`src/rtl/load_store_unit_sized.sv`:
```
// Memory-stage LSU: RV32 byte/half/word loads and stores over a Wishbone-classic master,
// with lane selects, load extension, misalignment traps, a bus watchdog and ALU writeback bypass.
module load_store_unit_sized #(
    parameter int unsigned XLEN        = 32,
    parameter int unsigned ADDR_W      = 32,
    parameter int unsigned REG_ID_W    = 5,
    parameter int unsigned TIMEOUT_CYC = 255
) (
    input  logic                clk,
    input  logic                reset,
    input  logic                i_is_reg_write,
    input  logic                i_is_mem_read,
    input  logic                i_is_mem_write,
    input  logic [2:0]          i_funct3,
    input  logic [ADDR_W-1:0]   i_mem_address,
    input  logic [REG_ID_W-1:0] i_rd_id,
    input  logic [XLEN-1:0]     i_mem_data,
    input  logic [XLEN-1:0]     i_reg_data,
    output logic                o_wb_cyc,
    output logic                o_wb_stb,
    output logic                o_wb_we,
    output logic [ADDR_W-1:0]   o_wb_adr,
    output logic [XLEN/8-1:0]   o_wb_sel,
    output logic [XLEN-1:0]     o_wb_dat,
    input  logic [XLEN-1:0]     i_wb_dat,
    input  logic                i_wb_ack,
    input  logic                i_wb_err,
    output logic                o_stall,
    output logic                o_write_enable,
    output logic [REG_ID_W-1:0] o_write_address,
    output logic [XLEN-1:0]     o_write_data,
    output logic                o_fault,
    output logic [1:0]          o_fault_cause
);
    localparam int unsigned LANES = XLEN / 8;
    localparam int unsigned OFF_W = $clog2(LANES);
    localparam int unsigned CNT_W = (TIMEOUT_CYC > 1) ? $clog2(TIMEOUT_CYC) : 1;
    localparam logic [CNT_W-1:0] CNT_LAST = CNT_W'(TIMEOUT_CYC - 1);

    typedef enum logic [1:0] {StIdle, StBus, StDone} state_e;

    state_e              state_q;
    logic                cyc_q, we_q, is_load_q, wb_pend_q;
    logic [ADDR_W-1:0]   adr_q;
    logic [LANES-1:0]    sel_q;
    logic [XLEN-1:0]     dat_q, wb_data_q;
    logic [2:0]          funct3_q;
    logic [OFF_W-1:0]    off_q;
    logic [REG_ID_W-1:0] rd_q;
    logic [CNT_W-1:0]    cnt_q;
    logic [1:0]          cause_q;

    logic             mem_op, misaligned, timeout_hit;
    logic [OFF_W-1:0] off_in;
    logic [LANES-1:0] sel_in;
    logic [XLEN-1:0]  dat_in, lane_data, load_ext;

    assign mem_op      = i_is_mem_read | i_is_mem_write;
    assign off_in      = i_mem_address[OFF_W-1:0];
    assign misaligned  = (i_funct3[1:0] == 2'b01 && off_in[0]) ||
                         (i_funct3[1] && off_in[1:0] != 2'b00);
    assign timeout_hit = (TIMEOUT_CYC != 0) && (cnt_q == CNT_LAST);

    // Store data is replicated so the selected lanes always carry the right bytes.
    always_comb begin
        sel_in = '0;
        dat_in = '0;
        case (i_funct3[1:0])
            2'b00: begin
                sel_in = LANES'(1) << off_in;
                dat_in = {LANES{i_mem_data[7:0]}};
            end
            2'b01: begin
                sel_in = LANES'(3) << off_in;
                dat_in = {(LANES/2){i_mem_data[15:0]}};
            end
            default: begin
                sel_in = LANES'(15) << off_in;
                dat_in = {(LANES/4){i_mem_data[31:0]}};
            end
        endcase
    end

    assign lane_data = i_wb_dat >> {off_q, 3'b000};

    always_comb begin
        load_ext = '0;
        case (funct3_q[1:0])
            2'b00: begin
                if (funct3_q[2]) load_ext = XLEN'(lane_data[7:0]);
                else             load_ext = XLEN'($signed(lane_data[7:0]));
            end
            2'b01: begin
                if (funct3_q[2]) load_ext = XLEN'(lane_data[15:0]);
                else             load_ext = XLEN'($signed(lane_data[15:0]));
            end
            default: begin
                if (funct3_q[2]) load_ext = XLEN'(lane_data[31:0]);
                else             load_ext = XLEN'($signed(lane_data[31:0]));
            end
        endcase
    end

    always_ff @(posedge clk or posedge reset) begin
        if (reset) begin
            state_q   <= StIdle;
            cyc_q     <= 1'b0;
            we_q      <= 1'b0;
            is_load_q <= 1'b0;
            wb_pend_q <= 1'b0;
            adr_q     <= '0;
            sel_q     <= '0;
            dat_q     <= '0;
            wb_data_q <= '0;
            funct3_q  <= '0;
            off_q     <= '0;
            rd_q      <= '0;
            cnt_q     <= '0;
            cause_q   <= 2'b00;
        end else begin
            case (state_q)
                StIdle: begin
                    if (mem_op && !misaligned) begin
                        state_q   <= StBus;
                        cyc_q     <= 1'b1;
                        we_q      <= !i_is_mem_read;
                        is_load_q <= i_is_mem_read;
                        adr_q     <= {i_mem_address[ADDR_W-1:OFF_W], {OFF_W{1'b0}}};
                        sel_q     <= sel_in;
                        dat_q     <= dat_in;
                        funct3_q  <= i_funct3;
                        off_q     <= off_in;
                        rd_q      <= i_rd_id;
                        cnt_q     <= '0;
                        wb_pend_q <= 1'b0;
                    end else if (mem_op) begin
                        cause_q <= 2'b01;
                    end
                end
                StBus: begin
                    if (i_wb_err) begin
                        cause_q   <= 2'b10;
                        cyc_q     <= 1'b0;
                        wb_pend_q <= 1'b0;
                        state_q   <= StDone;
                    end else if (i_wb_ack) begin
                        cyc_q     <= 1'b0;
                        wb_pend_q <= is_load_q && (rd_q != '0);
                        wb_data_q <= load_ext;
                        state_q   <= StDone;
                    end else if (timeout_hit) begin
                        cause_q   <= 2'b11;
                        cyc_q     <= 1'b0;
                        wb_pend_q <= 1'b0;
                        state_q   <= StDone;
                    end else begin
                        cnt_q <= cnt_q + CNT_W'(1);
                    end
                end
                default: begin
                    wb_pend_q <= 1'b0;
                    state_q   <= StIdle;
                end
            endcase
        end
    end

    assign o_wb_cyc      = cyc_q;
    assign o_wb_stb      = cyc_q;
    assign o_wb_we       = we_q;
    assign o_wb_adr      = adr_q;
    assign o_wb_sel      = sel_q;
    assign o_wb_dat      = dat_q;
    assign o_fault_cause = cause_q;

    assign o_stall = !reset && ((state_q == StIdle && mem_op && !misaligned) ||
                                state_q == StBus);
    assign o_fault = !reset && ((state_q == StIdle && mem_op && misaligned) ||
                                (state_q == StBus && (i_wb_err || (!i_wb_ack && timeout_hit))));

    // ALU results bypass combinationally in IDLE; load data is only presented in DONE.
    always_comb begin
        o_write_enable  = 1'b0;
        o_write_address = rd_q;
        o_write_data    = wb_data_q;
        if (!reset) begin
            if (state_q == StIdle && !mem_op) begin
                o_write_enable  = i_is_reg_write && (i_rd_id != '0);
                o_write_address = i_rd_id;
                o_write_data    = i_reg_data;
            end else if (state_q == StDone) begin
                o_write_enable = wb_pend_q;
            end
        end
    end
endmodule

```
`config.mk`:
```
export PLATFORM = sky130hd
export DESIGN_NAME = load_store_unit_sized
export DESIGN_NICKNAME = d
export VERILOG_FILES = /design/src/rtl/load_store_unit_sized.sv
export SDC_FILE = /design/constraint.sdc
export NUM_CORES = 1
export LEC_CHECK = 0
export CORE_UTILIZATION = 30
export CTS_CLUSTER_DIAMETER = 30
export CTS_CLUSTER_SIZE = 12
export DETAILED_ROUTE_END_ITERATION = 10
export PLACE_DENSITY = 0.56
export SLEW_MARGIN = 20
export SYNTH_ARGS = -nofsm -noshare
export SYNTH_HDL_FRONTEND = slang
export SYNTH_SLANG_ARGS = --single-unit
```
`constraint.sdc`:
```
create_clock -name clk -period 10.4 [get_ports clk]
set_input_delay 2.6 -clock clk [delete_from_list [all_inputs] [get_ports clk]]
set_output_delay 2.6 -clock clk [all_outputs]
set_load 0.01 [all_outputs]
```
==> results.json <==
{
  "cts_buffer_depth": 2,
  "finalCoreUtilization_pct": 47.3,
  "post_cts_resized": 0,
  "power.density_nw_per_um2": 235,
  "final_wirelength_um": 19400,
  "critical_path_required_ns": 7.80,
  "irDropWorstVdd_mv": 0.113,
  "crit-reg2reg-launch": "off_q[1]",
  "post-route-min-period_ns": 8.04,
  "global_route_wire_length_before_repair_um": 30300,
  "port-buffer-count": 253,
  "worst_skew_pair_latency_ns": 0.41,
  "grt-ovfl-total": 0,
  "groute.usage.overall_pct": 18.0,
  "synth_top_flop_cell": "sky130_fd_sc_hd__dfrtp_1",
  "worst_setup_path_start_kind": "input pin",
  "max_clock_freq_ghz": 0.124,
  "post_synth_edffs": 0,
  "hold_path_end": "o_wb_sel[3]",
  "hp-start": "o_wb_sel[3]",
  "finished_cell_area_um2": 9660,
  "synth_area_per_cell_um2": 10.8,
  "grt_max_degree": 109,
  "rsz0062_at_grt": "false",
  "vertical_extent_of_the_die_um": 147,
  "post-synth-top-count-cell": "sky130_fd_sc_hd__dfrtp_1",
  "critPathMaxFanout": 37,
  "count_of_filler_cells_inserted_in_the_layout": 1885,
  "setup_total_negative_slack_ns": 0,
  "setup_crit_end_kind": "primary output",
  "synth_area_leader_cell": "sky130_fd_sc_hd__dfrtp_1",
  "worstHoldPathCells": 2,
  "drc_errors": 0,
  "avgViaCountPerCell": 4.92,
  "postCtsSetupRepairBufs": 0,
  "rr_worst_depth": 3,
  "finalSetupViolCount": 0,
  "setup.worst_path.class": "in -> out",
  "synth.lib_cells_used.distinct": 52,
  "layout.nets": 966,
  "tritoncts_clock_tree": "yes",
  "postSynthRegisterBits": 124,
  "die_w_um": 147,
  "antenna_violations_before_repair": 0,
  "detailedRoute.firstPassIterationCount": 4,
  "core_um2": 20400,
  "ff2ff_setup_slack_ns": 7.90,
  "postCtsHoldBufs": 0,
  "worst_slew_pin_slew_ns": 1.01,
  "slew_violations": 0,
  "drive_above_1_share_pct": 16.9,
  "worst_r2r_endpoint": "wb_data_q[25]",
  "dp_hpwl_um": 14100,
  "clock_skew_ns": 0.00624,
  "final_hold_viol_count": 0,
  "htree_levels": 4,
  "antenna_cells": 0,
  "ys_async_sr_fraction_pct": 100,
  "fp.dieArea_um2": 21600,
  "post_synth_most_frequent_cells": "124 x sky130_fd_sc_hd__dfrtp_1, 96 x sky130_fd_sc_hd__mux2_2, 52 x sky130_fd_sc_hd__nand2_1, 48 x sky130_fd_sc_hd__o21ai_0, 42 x sky130_fd_sc_hd__nor2_1",
  "post_syn_area_um2": 6310,
  "status": "finished clean",
  "start_util_pct": 30.9,
  "final_cell_count_no_fill": 1102,
  "yosys-top-cells-area": "sky130_fd_sc_hd__dfrtp_1 49%, sky130_fd_sc_hd__mux2_2 17%, sky130_fd_sc_hd__mux2i_1 6.5%",
  "row_count": 52,
  "drt_first_iter_violations": 247,
  "post-place-cells": 1072,
  "top_level_ports": 256,
  "netlist.area_leader.share_pct": 49.2,
  "leakage_nw": 4.09,
  "postLayoutSetupSlackWorst_ns": 2.36,
  "max_slew_margin_pct": 32.7,
  "clock_sink_count": 124,
  "cts.reportedPaths.clkPinSlew_ns": 0.05,
  "cts_root_buffer": "sky130_fd_sc_hd__clkbuf_16",
  "cp_data_arrival_time_ns": 5.44,
  "routabilityCongestion": 0.868,
  "period_share_pct": 77.3,
  "areaGrowthSynthToFinish_pct": 53.1,
  "placed_cell_area_um2": 9060,
  "drt-wirelength-per-cell_um": 17.6,
  "cts-buffers-inserted": 17,
  "syn-instance-count": 584,
  "synth_seq_area_share_pct": 49.2,
  "place_ws_ns": 2.34,
  "num_vias": 5423,
  "ys.warnings.count": 0,
  "detail-route-antenna-nets": 0,
  "timing.max_cap.violations": 0,
  "holdCritPathClass": "reg -> reg",
  "grt_pass1_vias": 5510
}
how the worst max path moves through the flow:
stage | start | end | slack (ns) | cells past startpoint
6_report | i_is_mem_read | o_write_data[4] | 2.36 | 5
5_1_grt | i_is_mem_read | o_write_data[4] | 2.20 | 5
4_1_cts | i_is_mem_read | o_write_data[4] | 2.34 | 5
3_5_place_dp | i_is_mem_read | o_write_data[4] | 2.34 | 5
3_3_place_gp | i_is_mem_read | o_write_data[16] | 2.43 | 5
2_1_floorplan | i_is_mem_read | o_write_address[0] | 3.82 | 4
metrics by stage:
stage | hold WS [ns] | power, mW
finish | 0.485 | 2.27
global route | 0.513 | 2.40
CTS | 0.488 | 2.30
detailed placement | 0.475 | 1.68
global placement | 0.462 | 1.66
floorplan | 0.446 | 1.19
power by group:
part | total [mW] | internal (mW) | switching, mW
clock | 0.601 | 0.398 | 0.203
sequential | 0.781 | 0.655 | 0.126
combinational | 0.884 | 0.530 | 0.354
total | 2.27 | 1.58 | 0.683
registers in the layout, indices dropped and copies added (netlist names), 3 cells and up:
name and count:
o_wb_dat 32, wb_data_q 32, o_wb_adr 30, cnt_q 8, rd_q 5, o_wb_sel 4, funct3_q 3
cell families (layout without fill, tap and decap cells):
family	Yosys count	count (layout)	share of synthesized area [%]
compound gates	113	113	11.1
flops	124	124	49.2
other cells	1	2	0.0594
buf+inv	49	296	3.39
fa+ha+maj	2	2	0.396
mux	138	138	24.0
simple gates	157	157	12.0
placed cells by master, fill, tap and decap left out, drive strengths merged, types with 3 or more instances in the layout:
cell and n:
clkdlybuf4s50 253, dfrtp 124, mux2 96, nand2 52
o21ai 49, nor2 43, mux2i 41, a21oi 30
clkbuf 23, nand3 19, a221o 9, and2 8
inv 7, or4 6, buf 6, or2 4
nand2b 4, nor2b 4, o31ai 4, nor4 4
nand4 3, nand3b 3, clkinv 3, bufinv 3
layer usage:
layer	share of wire, %	routed length (µm)	GRT usage, %
met3	7.2	1390	5.78
met4	1.4	272	5.26
met1	43	8380	22.0
met5	0	0	0
met2	48	9360	30.3
worst max-delay path: stages:
cell and delay [ns]:
sky130_fd_sc_hd__clkdlybuf4s50_1 0.47, sky130_fd_sc_hd__or4_1 0.64, sky130_fd_sc_hd__nor2_4 0.79, sky130_fd_sc_hd__mux2_2 0.42, sky130_fd_sc_hd__clkdlybuf4s50_1 0.49
area by class of cell:
| cell class | count | area (µm²) | share of cell area [%] |
|---|---|---|---|
| Sequential cell | 124 | 3100 | 32.1 |
| Timing Repair Buffer | 259 | 2580 | 26.7 |
| Tap cell | 270 | 338 | 3.50 |
| Clock buffer | 23 | 488 | 5.05 |
| Inverter | 7 | 28.8 | 0.298 |
| Multi-Input combinational cell | 412 | 3010 | 31.2 |
| Clock inverter | 7 | 113 | 1.17 |
(Power assumes the default switching activity.)
